`config.mk`:
```
export PLATFORM = sky130hd
export DESIGN_NAME = pep_mmacc_splitc_feed_join_n_flat
export DESIGN_NICKNAME = d
export VERILOG_FILES = /design/src/rtl/pep_mmacc_splitc_feed_join_n_if.sv /design/src/rtl/pep_mmacc_splitc_feed_join_n.sv /design/src/flat_wrapper.sv
export SDC_FILE = /design/constraint.sdc
export NUM_CORES = 1
export LEC_CHECK = 0
export CAP_MARGIN = 20
export CORE_UTILIZATION = 35
export CTS_CLUSTER_DIAMETER = 100
export DETAILED_ROUTE_END_ITERATION = 16
export PLACE_DENSITY = 0.53
export SYNTH_ARGS = -nofsm -noshare
export SYNTH_HDL_FRONTEND = slang
export SYNTH_SLANG_ARGS = --single-unit
```
`constraint.sdc`:
```
create_clock -name clk -period 43.3 [get_ports clk]
set_input_delay 4.33 -clock clk [delete_from_list [all_inputs] [get_ports clk]]
set_output_delay 4.33 -clock clk [all_outputs]
set_load 0.005 [all_outputs]
```
`src/rtl/pep_mmacc_splitc_feed_join_n_if.sv`:
```
// Chunked feed/join bus: producer (master) drives in_*,
// the joiner (slave) returns the aligned, permuted beat on out_*.
interface pep_mmacc_splitc_feed_join_n_if #(
    parameter int NB_IN      = 4,
    parameter int DATA_W     = 128,
    parameter int PERM_W     = 8,
    parameter int L          = 2,
    parameter int LWE_COEF_W = 10,
    parameter int REQ_CMD_W  = 8
);
    logic [DATA_W-1:0]       in_data;
    logic [DATA_W-1:0]       in_rot_data;
    logic [NB_IN-1:0]        in_data_avail;
    logic [(L+1)*PERM_W-1:0] in_perm_select;
    logic [LWE_COEF_W:0]     in_coef_rot_id0;
    logic [REQ_CMD_W-1:0]    in_rcmd;
    logic [DATA_W-1:0]       out_data;
    logic [DATA_W-1:0]       out_rot_data;
    logic [PERM_W-1:0]       out_perm_select;
    logic [LWE_COEF_W:0]     out_coef_rot_id0;
    logic [REQ_CMD_W-1:0]    out_rcmd;
    logic                    out_data_avail;
    logic                    error;

    modport master (
        output in_data, in_rot_data, in_data_avail,
        output in_perm_select, in_coef_rot_id0, in_rcmd,
        input  out_data, out_rot_data, out_perm_select,
        input  out_coef_rot_id0, out_rcmd,
        input  out_data_avail, error
    );

    modport slave (
        input  in_data, in_rot_data, in_data_avail,
        input  in_perm_select, in_coef_rot_id0, in_rcmd,
        output out_data, out_rot_data, out_perm_select,
        output out_coef_rot_id0, out_rcmd,
        output out_data_avail, error
    );
endinterface

```
`src/rtl/pep_mmacc_splitc_feed_join_n.sv`:
```
// Joins NB_IN skewed chunk streams into one beat, butterfly-permutes rot_data.
// Skew/overflow checking is enabled by PEP_MMACC_SPLITC_JOIN_SKEW_CHECK_EN.
module pep_mmacc_splitc_feed_join_n #(
    parameter int NB_IN      = 4,
    parameter int PSI        = 16,
    parameter int CHUNK_PSI  = PSI / 8,
    parameter int R          = 2,
    parameter int MOD_Q_W    = 8,
    parameter int SKEW_DEPTH = 4,
    parameter int CMD_ID     = NB_IN - 1,
    parameter int SET_ID     = 0,
    parameter int PERM_W     = 8,
    parameter int LWE_COEF_W = 10,
    parameter int REQ_CMD_W  = 8
) (
    input logic clk,
    input logic s_rst,
    pep_mmacc_splitc_feed_join_n_if.slave bus
);
    localparam int L     = $clog2(NB_IN);
    localparam int CW    = CHUNK_PSI * R * MOD_Q_W;
    localparam int DW    = NB_IN * CW;
    localparam int PSW   = (L + 1) * PERM_W;
    localparam int CMD_W = PSW + LWE_COEF_W + 1 + REQ_CMD_W;
    localparam int PW    = $clog2(SKEW_DEPTH);
    localparam int CNT_W = PW + 1;

    logic [NB_IN:0]       push_req;
    logic [NB_IN:0]       push;
    logic [NB_IN:0]       nempty;
    logic [NB_IN:0]       full;
    logic                 pop;
    logic [CW-1:0]        hd [NB_IN];
    logic [CW-1:0]        st [L+1][NB_IN];
    logic [CMD_W-1:0]     hc;
    logic [PSW-1:0]       h_perm;
    logic [LWE_COEF_W:0]  h_rot_id;
    logic [REQ_CMD_W-1:0] h_rcmd;
    logic [DW-1:0]        d_cat;
    logic [DW-1:0]        r_cat;
    logic                 unused_perm;

    assign pop = &nempty;
    assign {h_perm, h_rot_id, h_rcmd} = hc;
    assign unused_perm = ^h_perm;

    // Entry NB_IN is the command FIFO, clocked by chunk CMD_ID.
    for (genvar i = 0; i <= NB_IN; i++) begin : g_fifo
        logic [PW-1:0]    wr_ptr;
        logic [PW-1:0]    rd_ptr;
        logic [CNT_W-1:0] cnt;

        if (i < NB_IN) begin : g_req
            assign push_req[i] = bus.in_data_avail[i];
        end else begin : g_req
            assign push_req[i] = bus.in_data_avail[CMD_ID];
        end

        assign nempty[i] = (cnt != '0);
        assign full[i]   = (cnt == CNT_W'(SKEW_DEPTH));
        assign push[i]   = push_req[i] & (~full[i] | pop);

        always_ff @(posedge clk) begin
            if (s_rst) begin
                wr_ptr <= '0;
                rd_ptr <= '0;
                cnt    <= '0;
            end else begin
                if (push[i]) wr_ptr <= wr_ptr + 1'b1;
                if (pop)     rd_ptr <= rd_ptr + 1'b1;
                cnt <= cnt + CNT_W'(push[i]) - CNT_W'(pop);
            end
        end

        if (i < NB_IN) begin : g_dmem
            logic [CW-1:0] dm [SKEW_DEPTH];
            logic [CW-1:0] rm [SKEW_DEPTH];

            always_ff @(posedge clk) begin
                if (push[i]) begin
                    dm[wr_ptr] <= bus.in_data[i*CW +: CW];
                    rm[wr_ptr] <= bus.in_rot_data[i*CW +: CW];
                end
            end

            assign hd[i]    = dm[rd_ptr];
            assign st[0][i] = rm[rd_ptr];
        end else begin : g_cmem
            logic [CMD_W-1:0] cm [SKEW_DEPTH];

            always_ff @(posedge clk) begin
                if (push[i])
                    cm[wr_ptr] <= {bus.in_perm_select,
                                   bus.in_coef_rot_id0,
                                   bus.in_rcmd};
            end

            assign hc = cm[rd_ptr];
        end
    end

    // Stage s swaps 2^s-wide blocks; the pair bit comes from level s+1.
    for (genvar s = 0; s < L; s++) begin : g_stage
        for (genvar j = 0; j < NB_IN; j++) begin : g_chunk
            localparam int SEL = (s + 1) * PERM_W
                               + SET_ID * (NB_IN >> (s + 1))
                               + (j >> (s + 1));
            assign st[s+1][j] = h_perm[SEL] ? st[s][j ^ (1 << s)]
                                            : st[s][j];
        end
    end

    for (genvar j = 0; j < NB_IN; j++) begin : g_cat
        assign d_cat[j*CW +: CW] = hd[j];
        assign r_cat[j*CW +: CW] = st[L][j];
    end

    always_ff @(posedge clk) begin
        if (s_rst) bus.out_data_avail <= 1'b0;
        else       bus.out_data_avail <= pop;
    end

    // Payload has no reset: out_data_avail alone qualifies it.
    always_ff @(posedge clk) begin
        if (pop) begin
            bus.out_data         <= d_cat;
            bus.out_rot_data     <= r_cat;
            bus.out_perm_select  <= h_perm[PERM_W-1:0];
            bus.out_coef_rot_id0 <= h_rot_id;
            bus.out_rcmd         <= h_rcmd;
        end
    end

`ifdef PEP_MMACC_SPLITC_JOIN_SKEW_CHECK_EN
    localparam int AGE_W = CNT_W + 1;

    logic [AGE_W-1:0] age;
    logic             err_q;
    logic             ovf;

    assign ovf = (|(push_req & full)) & ~pop;

    // Age of the oldest waiting partial beat; saturates past the limit.
    always_ff @(posedge clk) begin
        if (s_rst) begin
            age   <= '0;
            err_q <= 1'b0;
        end else begin
            if (pop || nempty == '0)
                age <= '0;
            else if (age <= AGE_W'(SKEW_DEPTH))
                age <= age + 1'b1;
            if (ovf || age > AGE_W'(SKEW_DEPTH))
                err_q <= 1'b1;
        end
    end

    assign bus.error = err_q;
`else
    assign bus.error = 1'b0;
`endif

endmodule

```
`src/flat_wrapper.sv`:
```
// flat-port wrapper written by rule: the top's interface ports become plain ports
module pep_mmacc_splitc_feed_join_n_flat 
#(
    parameter int NB_IN      = 4,
    parameter int PSI        = 16,
    parameter int CHUNK_PSI  = PSI / 8,
    parameter int R          = 2,
    parameter int MOD_Q_W    = 8,
    parameter int SKEW_DEPTH = 4,
    parameter int CMD_ID     = NB_IN - 1,
    parameter int SET_ID     = 0,
    parameter int PERM_W     = 8,
    parameter int LWE_COEF_W = 10,
    parameter int REQ_CMD_W  = 8
)
  (clk, s_rst, bus_in_data, bus_in_rot_data, bus_in_data_avail, bus_in_perm_select, bus_in_coef_rot_id0, bus_in_rcmd, bus_out_data, bus_out_rot_data, bus_out_perm_select, bus_out_coef_rot_id0, bus_out_rcmd, bus_out_data_avail, bus_error);
  pep_mmacc_splitc_feed_join_n_if #(.NB_IN(NB_IN), .DATA_W((NB_IN * (CHUNK_PSI * R * MOD_Q_W))), .PERM_W(PERM_W), .L((2)), .LWE_COEF_W(LWE_COEF_W), .REQ_CMD_W(REQ_CMD_W)) bus_i ();
  input logic clk;
  input logic s_rst;
  input wire logic [$bits(bus_i.in_data)-1:0] bus_in_data;
  input wire logic [$bits(bus_i.in_rot_data)-1:0] bus_in_rot_data;
  input wire logic [$bits(bus_i.in_data_avail)-1:0] bus_in_data_avail;
  input wire logic [$bits(bus_i.in_perm_select)-1:0] bus_in_perm_select;
  input wire logic [$bits(bus_i.in_coef_rot_id0)-1:0] bus_in_coef_rot_id0;
  input wire logic [$bits(bus_i.in_rcmd)-1:0] bus_in_rcmd;
  output wire logic [$bits(bus_i.out_data)-1:0] bus_out_data;
  output wire logic [$bits(bus_i.out_rot_data)-1:0] bus_out_rot_data;
  output wire logic [$bits(bus_i.out_perm_select)-1:0] bus_out_perm_select;
  output wire logic [$bits(bus_i.out_coef_rot_id0)-1:0] bus_out_coef_rot_id0;
  output wire logic [$bits(bus_i.out_rcmd)-1:0] bus_out_rcmd;
  output wire logic [$bits(bus_i.out_data_avail)-1:0] bus_out_data_avail;
  output wire logic [$bits(bus_i.error)-1:0] bus_error;
  assign bus_i.in_data = bus_in_data;
  assign bus_i.in_rot_data = bus_in_rot_data;
  assign bus_i.in_data_avail = bus_in_data_avail;
  assign bus_i.in_perm_select = bus_in_perm_select;
  assign bus_i.in_coef_rot_id0 = bus_in_coef_rot_id0;
  assign bus_i.in_rcmd = bus_in_rcmd;
  assign bus_out_data = bus_i.out_data;
  assign bus_out_rot_data = bus_i.out_rot_data;
  assign bus_out_perm_select = bus_i.out_perm_select;
  assign bus_out_coef_rot_id0 = bus_i.out_coef_rot_id0;
  assign bus_out_rcmd = bus_i.out_rcmd;
  assign bus_out_data_avail = bus_i.out_data_avail;
  assign bus_error = bus_i.error;
  pep_mmacc_splitc_feed_join_n #(.NB_IN(NB_IN), .PSI(PSI), .CHUNK_PSI(CHUNK_PSI), .R(R), .MOD_Q_W(MOD_Q_W), .SKEW_DEPTH(SKEW_DEPTH), .CMD_ID(CMD_ID), .SET_ID(SET_ID), .PERM_W(PERM_W), .LWE_COEF_W(LWE_COEF_W), .REQ_CMD_W(REQ_CMD_W)) u_core (.clk(clk), .s_rst(s_rst), .bus(bus_i));
endmodule
```
==> flow_summary.ini, run 1 <==
[drt]
wl_per_cell_um = 25.9
drt_first_pass_iters = 7
vias = 25458
drc = 0
drtIter0Drc = 1432
ant_nets = 0
drt-total-wl_um = 134000
vias_per_cell = 4.91

[synthesis]
synth_flop_cell = edfxtp_1
yosysWarningCount = 0
synthTopCellsByArea = edfxtp_1 78%, mux4_2 12%, mux2i_1 4.7%, dfxtp_1 1.7%, ha_1 0.68%
synthCells = 2329
synth_top_area_frac = 0.781
yosys.area.top_type = edfxtp_1
syn_nets = 2669
synth_seq_cells = 1473
syn_area_mm2 = 0.0549
ys_types = 37
synth_seq_area_share = 0.798
synth_edf_count = 1427
ys_async_sr_fraction = 0
syn_avg_cell_area_um2 = 23.6

[floorplanning]
io-pin-count = 590
start_util = 0.354
die-area_mm2 = 0.158
num_rows = 144
dieHeight_um = 398
core_mm2 = 0.155
die_w_um = 398

[sta]
fin_skew_ns = 0.0356
final.period_utilization = 0.142
tightest_slew_ns = 1.08
fin_tns_setup_ns = 0
maxSlewViolCount = 0
finalSetupViolCount = 0
hold_viol = 0
rsz0062_at_grt = no
clock.fmax_mhz = 163
hold_slack_ns = 0.513
min_period_ns = 6.15
maxSlewHeadroom = 0.277

[cts]
clkTransAtPathRegs_ns = 0.06
holdBufCountCts = 0
numClockSinks = 1473
post-cts-setup-buffers = 0
cts_buffer_depth = 3
cts-root-buf = clkbuf_16
clk_latency_ns = 0.79
h-tree-depth = 4
cts_tree = built
cts.repair.resized = 0
numCtsBuffers = 161

[run]
drv_cap = 0

[min_path]
min_to = u_core.g_fifo[4].rd_ptr[1]$_SDFFE_PP0N_
hold_depth = 2
hold_class = flip-flop to flip-flop
min-delay-start = u_core.g_fifo[4].rd_ptr[1]$_SDFFE_PP0N_

[global_routing]
grt_first_pass_wirelength_um = 192000
grt.total_usage = 0.170
grt_max_degree = 66
grt_pass1_vias = 27313
antenna_found_initial = 50
overflow = 0

[placement]
gp_congestion = 0.748
place_hpwl_um = 85400
portBuffers = 575

[setup_path]
r2r_cells = 13
cpLargestDelayFamily = buffers and inverters
path_class = flip-flop to output pin
setup.worst_path.end_class = output pin
critical_path_buf_inv_count = 1
critPathSlowestCell = clkdlybuf4s50_1
critPathMaxFanout = 1
cp.required_ns = 38.97
rrSetupSlack_ns = 38.82
r2r_end = u_core.g_fifo[0].cnt[2]$_SDFF_PP0_
r2r_start = u_core.g_fifo[0].cnt[1]$_SDFF_PP0_
critPathMaxStageDelay_ns = 0.73
arrival_ns = 1.82
crit_path_cell_trace = clkdlybuf4s50_1
cp-start-kind = flip-flop

[power_and_ir_drop]
irDropWorstVdd_v = 0.0000332
power_leakage_nw = 22.0
pwr_density_cell_mw_per_mm2 = 51.4

[layout]
area_growth_pct = 24.5
nets = 3342
drive_gt1_frac = 0.189

[status]
outcome = completed
[cell type report]
cell class	count	area, µm²
Clock buffer	206	4300
Fill cell	13058	86500
Antenna cell	7	17.5
Inverter	36	135
Clock inverter	89	942
Tap cell	2044	2560
Sequential cell	1473	43800
Timing Repair Buffer	614	6040
Multi-Input combinational cell	716	10500
[metal layers]
layer / vias up / wire length (µm) / global-route usage
met5: - / 305 / 0
met4: 50 / 3540 / 0.0515
met3: 273 / 10400 / 0.0588
met2: 683 / 66100 / 0.281
met1: 13346 / 53900 / 0.208
li1: 11106 / - / -
[power breakdown]
part	leakage (nW)	internal (mW)	switching, mW
combinational	6.04	0.177	0.235
clock	2.54	0.789	0.557
sequential	13.4	1.71	0.0352
total	22.0	2.68	0.827
[state kept, by name (all words and copies together), names as in the netlist, 10 cells and up, named ones only]
name,count
u_core.g_fifo.g_dmem.dm,512
u_core.bus.out_data,128
u_core.bus.out_rot_data,128
u_core.g_fifo.rd_ptr,10
u_core.g_fifo.g_dmem.rm,512
u_core.g_fifo.wr_ptr,10
u_core.g_fifo.g_cmem.cm,120
u_core.bus.out_coef_rot_id0,11
u_core.g_fifo.cnt,15
[how the worst max path moves through the flow]
| stage | from | end | slack, ns | cells after the start |
|---|---|---|---|---|
| after floorplan | u_core.g_fifo[3].cnt[1]$_SDFF_PP0_ | u_core.g_fifo[0].cnt[2]$_SDFF_PP0_ | 27.42 | 13 |
| after global placement | bus_in_data_avail[3] | u_core.g_fifo[4].cnt[2]$_SDFF_PP0_ | 36.40 | 12 |
| after detailed placement | bus_in_data_avail[3] | u_core.g_fifo[4].cnt[2]$_SDFF_PP0_ | 36.41 | 12 |
| after CTS | u_core.bus.out_rot_data[33]$_DFFE_PN_ | bus_out_rot_data[33] | 37.01 | 1 |
| after global routing | u_core.bus.out_rot_data[33]$_DFFE_PN_ | bus_out_rot_data[33] | 36.91 | 1 |
| final | u_core.bus.out_rot_data[33]$_DFFE_PN_ | bus_out_rot_data[33] | 37.15 | 1 |
[per-stage QoR]
stage	util	setup slack [ns]	std cells	area, µm²	power, mW
5_1_grt	0.441	36.91	5183	68300	3.64
3_3_place_gp	0.407	36.40	4881	63000	2.18
2_1_floorplan	-	27.42	2329	54900	2.03
3_5_place_dp	0.407	36.41	4882	63000	2.20
4_1_cts	0.441	37.01	5177	68200	3.56
6_report	0.441	37.15	5185	68300	3.51
[synth_stat cells (5+ instances only)]
library cell,instances
o21ai_0,10
ha_1,30
dfxtp_1,46
buf_6,15
nor3_2,5
xnor2_1,7
or4_1,5
fa_1,5
nor2b_1,7
mux4_2,286
o31ai_1,5
or3_1,5
a21oi_1,23
clkbuf_1,43
nand3_1,8
and3_1,16
inv_1,36
nor2_1,16
buf_2,41
mux2i_1,257
edfxtp_1,1427
[placed cells by master (no fill, tap or decap), drive strengths merged, types with 14 or more instances in the layout]
cell type,instances
edfxtp,1427
clkdlybuf4s50,574
mux4,286
mux2i,257
clkbuf,206
clkinv,68
dfxtp,46
buf,40
inv,40
ha,30
a21oi,23
and3,16
nor2,16
bufinv,14
[logic make-up after synthesis]
| group | Yosys count | synth area share |
|---|---|---|
| AOI/OAI and AO/OA | 50 | 0.00582 |
| and+or+nand+nor | 76 | 0.00846 |
| adders and majority gates | 35 | 0.00867 |
| other | 1 | 0.0000684 |
| buffers and inverters | 140 | 0.0128 |
| DFF | 1473 | 0.798 |
| xor gates and xnor gates | 10 | 0.00160 |
| muxes | 544 | 0.165 |
No activity file was read; power rests on OpenSTA's default activity.
==> run 2: changes to the inputs <==
==> constraint.sdc (replaced) <==
create_clock -name clk -period 6.3 [get_ports clk]
set_input_delay 0.63 -clock clk [delete_from_list [all_inputs] [get_ports clk]]
set_output_delay 0.63 -clock clk [all_outputs]
set_load 0.005 [all_outputs]
==> run 2 against run 1 <==
Net effect:
- non-clock buffer count increased by 1
- final cell count barely moved
- worst hold slack lost 0.066 ns
- flip-flop and latch count is the same
- cell area is essentially flat
- critical path depth is 4 higher
- sequential share of layout area is 0.070 points higher
- clock power grew to 6.8 times the previous value
- sequential power rose to 6.9 times the previous value
- clock skew is 0.019 ns higher
- critical path type is now flip-flop to flip-flop
- critical endpoint is now u_core.bus.out_rot_data[15]$_DFFE_PN_
- largest power group unchanged
- highest routed layer unchanged
==> flow_summary.ini, run 2 (synthesis results as in run 1) <==
[drt]
drtIter0Drc = 1562
vias = 25655
drc = 0
drt_first_pass_iters = 5
wl_per_cell_um = 26.1
ant_nets = 0
drt-total-wl_um = 135000
vias_per_cell = 4.95

[layout]
postLayoutCellArea_mm2 = 0.0682
fin_cells = 5180
final_common_cell = edfxtp_1
drive_gt1_frac = 0.196
final_cell_mix = 1427 x edfxtp_1, 574 x clkdlybuf4s50_1, 283 x mux4_2, 257 x mux2i_1, 158 x clkbuf_16
nets = 3339
top_regs = u_core.g_fifo.g_dmem.dm: 512 flops, u_core.g_fifo.g_dmem.rm: 512 flops
area_growth_pct = 24.4

[power_and_ir_drop]
pwr_density_cell_mw_per_mm2 = 352
total_power_mw = 24.0
power_leakage_nw = 22.0
irDropWorstVdd_v = 0.000246

[global_routing]
top_usage_layer = met2
overflow = 0
grt_first_pass_wirelength_um = 190000
grt_max_degree = 107
grt_pass1_vias = 27106
use_met1 = 0.207
met3_usage = 0.0560
antenna_found_initial = 47
met2_usage = 0.285
grt.total_usage = 0.169

[floorplanning]
num_rows = 144
start_util = 0.354
die-area_mm2 = 0.158
core_mm2 = 0.155
io-pin-count = 590
die_w_um = 398
dieHeight_um = 398

[status]
outcome = completed

[setup_path]
path_class = flip-flop to flip-flop
critPathMaxFanout = 60
rrSetupSlack_ns = 2.34
cp.required_ns = 6.70
setup.worst_path.end_class = flip-flop
cp-start-kind = flip-flop
arrival_ns = 4.36

[cts]
h-tree-depth = 4
holdBufCountCts = 0
clk_latency_ns = 0.80
cts_buffer_depth = 3
post-cts-setup-buffers = 0
clkTransAtPathRegs_ns = 0.06
cts_tree = built
numCtsBuffers = 157
numClockSinks = 1473
cts.repair.resized = 0
cts-root-buf = clkbuf_16

[sta]
min_period_ns = 3.96
hold_viol = 0
clock.fmax_mhz = 253
finalSetupViolCount = 0
final.period_utilization = 0.628
rsz0062_at_grt = no
tightest_slew_ns = 1.20
maxSlewViolCount = 0
fin_skew_ns = 0.0541
maxSlewHeadroom = 0.201
hold_slack_ns = 0.447

[placement]
portBuffers = 575
place_hpwl_um = 85200
place_area_mm2 = 0.0631
gp_congestion = 0.764
place_inst = 4882

[run]
drv_cap = 0

[min_path]
hold_class = primary input to flip-flop
## run 2: changes by cell type in the layout (fill, tap and decap cells not counted), sizes merged
cell      before  now
buf           40   39
bufinv        14   16
clkbuf       206  185
clkinv        68   73
clkinvlp       3    7
diode          7   10
inv           40   43
## run 2: worst max-delay path, stage by stage, from the launching register on
cell     delay [ns]
dfxtp_1        0.40
nor3_2         0.12
or2_1          0.54
nor2_4         0.89
buf_4          0.78
buf_4          0.81
## run 2: per-stage QoR
step,util,setup WS (ns),TNS (ns)
6_report,0.441,2.34,0
5_1_grt,0.441,2.00,0
4_1_cts,0.441,2.20,0
3_5_place_dp,0.407,2.18,0
3_3_place_gp,0.407,2.33,0
2_1_floorplan,-,-0.658,-5.82
## run 2: area by class of cell
cell class                      count  area (µm²)
Fill cell                       13086       86500
Timing Repair Buffer              615        6060
Multi-Input combinational cell    716       10500
Clock inverter                    103        1080
Antenna cell                       10        25.0
Sequential cell                  1473       43800
Inverter                           36         135
Tap cell                         2044        2560
Clock buffer                      183        4050
## run 2: report_power, final
| part | internal, mW | switching, mW | leakage, nW |
|---|---|---|---|
| sequential | 11.8 | 0.260 | 13.4 |
| clock | 5.29 | 3.83 | 2.49 |
| combinational | 1.22 | 1.60 | 6.05 |
## run 2: path summary, 6_finish.rpt
check                                                from                               endpoint  cells after the start
setup / recovery       u_core.g_fifo[1].cnt[1]$_SDFF_PP0_  u_core.bus.out_rot_data[15]$_DFFE_PN_                      5
hold / removal                                      s_rst     u_core.g_fifo[3].cnt[1]$_SDFF_PP0_                      2
setup reg to reg       u_core.g_fifo[1].cnt[1]$_SDFF_PP0_  u_core.bus.out_rot_data[15]$_DFFE_PN_                      5
hold reg to reg   u_core.g_fifo[3].rd_ptr[1]$_SDFFE_PP0N_                              flip-flop                      2
## run 2: layer usage
| metal | vias to the layer above | part of all wire | wire length, µm |
|---|---|---|---|
| met5 | - | 0.0027 | 364 |
| met4 | 56 | 0.022 | 3030 |
| met3 | 238 | 0.070 | 9410 |
| met2 | 706 | 0.50 | 67600 |
| met1 | 13538 | 0.41 | 54800 |
| li1 | 11117 | - | - |
==> run 3: changes to the inputs <==
--- a/config.mk
+++ b/config.mk
@@ -9,7 +9,7 @@
 export CORE_UTILIZATION = 35
 export CTS_CLUSTER_DIAMETER = 100
 export DETAILED_ROUTE_END_ITERATION = 16
-export PLACE_DENSITY = 0.53
+export PLACE_DENSITY = 0.55
 export SYNTH_ARGS = -nofsm -noshare
 export SYNTH_HDL_FRONTEND = slang
 export SYNTH_SLANG_ARGS = --single-unit
==> constraint.sdc (replaced) <==
create_clock -name clk -period 3.6 [get_ports clk]
set_input_delay 0.36 -clock clk [delete_from_list [all_inputs] [get_ports clk]]
set_output_delay 0.36 -clock clk [all_outputs]
set_load 0.005 [all_outputs]
==> run 3 against run 2 <==
Net effect:
- via count grew 0.11%
- cell area is 0.51% higher
- utilization is 0.22 points higher
- critical path depth did not move
- count of clock-buffer cells in the layout increased by 19
- total power rose by 74%
- clock skew down 0.022 ns
- combinational power rose by 81%
- die area did not move
- final cell count up 0.75%
- largest cell class unchanged
- largest power group unchanged
- highest routed layer unchanged
==> flow_summary.ini, run 3 (synthesis results as in run 1) <==
[status]
outcome = completed

[setup_path]
critical_path_buf_inv_count = 2
cp_common_cell = buf_4
critPathMaxStageDelay_ns = 0.73
path_class = flip-flop to flip-flop
arrival_ns = 3.55
rrSetupSlack_ns = 0.46
critPathMaxFanout = 54
cp.required_ns = 4.00
crit_path_cell_trace = nor3_4 -> or3_4 -> nor2_4 -> buf_4 -> buf_4
cpLargestDelayFamily = buffers and inverters
setup.worst_path.end_class = flip-flop
cp-start-kind = flip-flop
critPathSlowestCell = buf_4

[global_routing]
grt_max_degree = 121
overflow = 0
grt_first_pass_wirelength_um = 194000
antenna_found_initial = 34
grt.total_usage = 0.172
grt_pass1_vias = 27649

[cts]
cts_tree = built
numClockSinks = 1473
cts_buffer_depth = 3
cts.repair.resized = 0
post-cts-setup-buffers = 0
holdBufCountCts = 0
clkTransAtPathRegs_ns = 0.06
h-tree-depth = 4
cts-root-buf = clkbuf_16
numCtsBuffers = 159
clk_latency_ns = 0.80

[sta]
hold_slack_ns = 0.152
clock.fmax_mhz = 318
fin_skew_ns = 0.0326
fin_ws_ns = 0.457
tightest_slew_ns = 1.04
final.period_utilization = 0.873
maxSlewHeadroom = 0.307
min_period_ns = 3.14
maxSlewViolCount = 0
finalSetupViolCount = 0
fin_tns_setup_ns = 0
hold_viol = 0
rsz0062_at_grt = no

[power_and_ir_drop]
power_leakage_nw = 22.1
total_power_mw = 41.6
irDropWorstVdd_v = 0.000434
pwr_density_cell_mw_per_mm2 = 607

[layout]
regArea_mm2 = 0.0438
fillCellCount = 13037
nets = 3381
area_growth_pct = 25.0
post-route-util = 0.443
fin_cells = 5219
final_cell_mix = 1427 x edfxtp_1, 574 x clkdlybuf4s50_1, 283 x mux4_2, 257 x mux2i_1, 161 x clkbuf_16
drive_gt1_frac = 0.201
multi_input_area_mm2 = 0.0105
postLayoutCellArea_mm2 = 0.0686
top_regs = u_core.g_fifo.g_dmem.dm: 512 flops, u_core.g_fifo.g_dmem.rm: 512 flops
final_common_cell = edfxtp_1

[placement]
dp_slack_ns = 0.431
place_hpwl_um = 89300
gp_congestion = 0.750
place_area_mm2 = 0.0637
place_inst = 4924
portBuffers = 575

[drt]
drc = 0
ant_nets = 0
drtIter0Drc = 1445
drt-total-wl_um = 137000
vias_per_cell = 4.92
wl_per_cell_um = 26.2
vias = 25682
drt_first_pass_iters = 5

[floorplanning]
dieHeight_um = 398
num_rows = 144
io-pin-count = 590
die-area_mm2 = 0.158
start_util = 0.354
core_mm2 = 0.155
die_w_um = 398

[run]
drv_cap = 0

[min_path]
hold_class = primary input to flip-flop
## run 3: cell types whose count changed in the layout (fill, tap and decap cells not counted), moves of 3 or more
cell and change:
buf_12 +24, buf_4 +18, bufinv_16 -9, clkbuf_1 +16
clkbuf_16 +3, clkinv_16 -3, clkinv_2 -6, clkinv_8 -3
inv_6 +4
## run 3: report_power, final
part / switching, mW / total, mW / internal, mW
sequential: 0.487 / 21.1 / 20.6
combinational: 2.82 / 5.11 / 2.29
clock: 6.66 / 15.4 / 8.76
total: 9.97 / 41.6 / 31.7
## run 3: worst reg2reg max path, delay by kind of cell, from the launching register on
| kind | cells | cell delay (ns) |
|---|---|---|
| flip-flops | 1 | 0.37 |
| buffers and inverters | 2 | 1.40 |
| AND/OR/NAND/NOR | 3 | 0.95 |
## run 3: final cells by class
cell class / instances / share of cell area
Timing Repair Buffer: 655 / 0.0972
Antenna cell: 9 / 0.000328
Clock inverter: 84 / 0.0101
Inverter: 36 / 0.00197
Clock buffer: 202 / 0.0610
Sequential cell: 1473 / 0.639
Multi-Input combinational cell: 716 / 0.153
Tap cell: 2044 / 0.0373
## run 3: final timing paths
check | startpoint | end | depth (start not counted)
worst max register to register | u_core.g_fifo[2].cnt[2]$_SDFF_PP0_ | u_core.bus.out_data[93]$_DFFE_PN_ | 5
worst max-delay path | u_core.g_fifo[2].cnt[2]$_SDFF_PP0_ | u_core.bus.out_data[93]$_DFFE_PN_ | 5
worst min register to register | u_core.g_fifo[4].rd_ptr[1]$_SDFFE_PP0N_ | u_core.g_fifo[4].rd_ptr[1]$_SDFFE_PP0N_ | 2
worst min-delay path | s_rst | u_core.g_fifo[3].cnt[2]$_SDFF_PP0_ | 2
## run 3: routing by layer
layer,up-vias,GRT usage,share of wire
met3,224,0.0481,0.061
met4,42,0.0492,0.023
li1,11201,-,-
met2,678,0.300,0.52
met1,13537,0.207,0.39
met5,-,0,0.0019
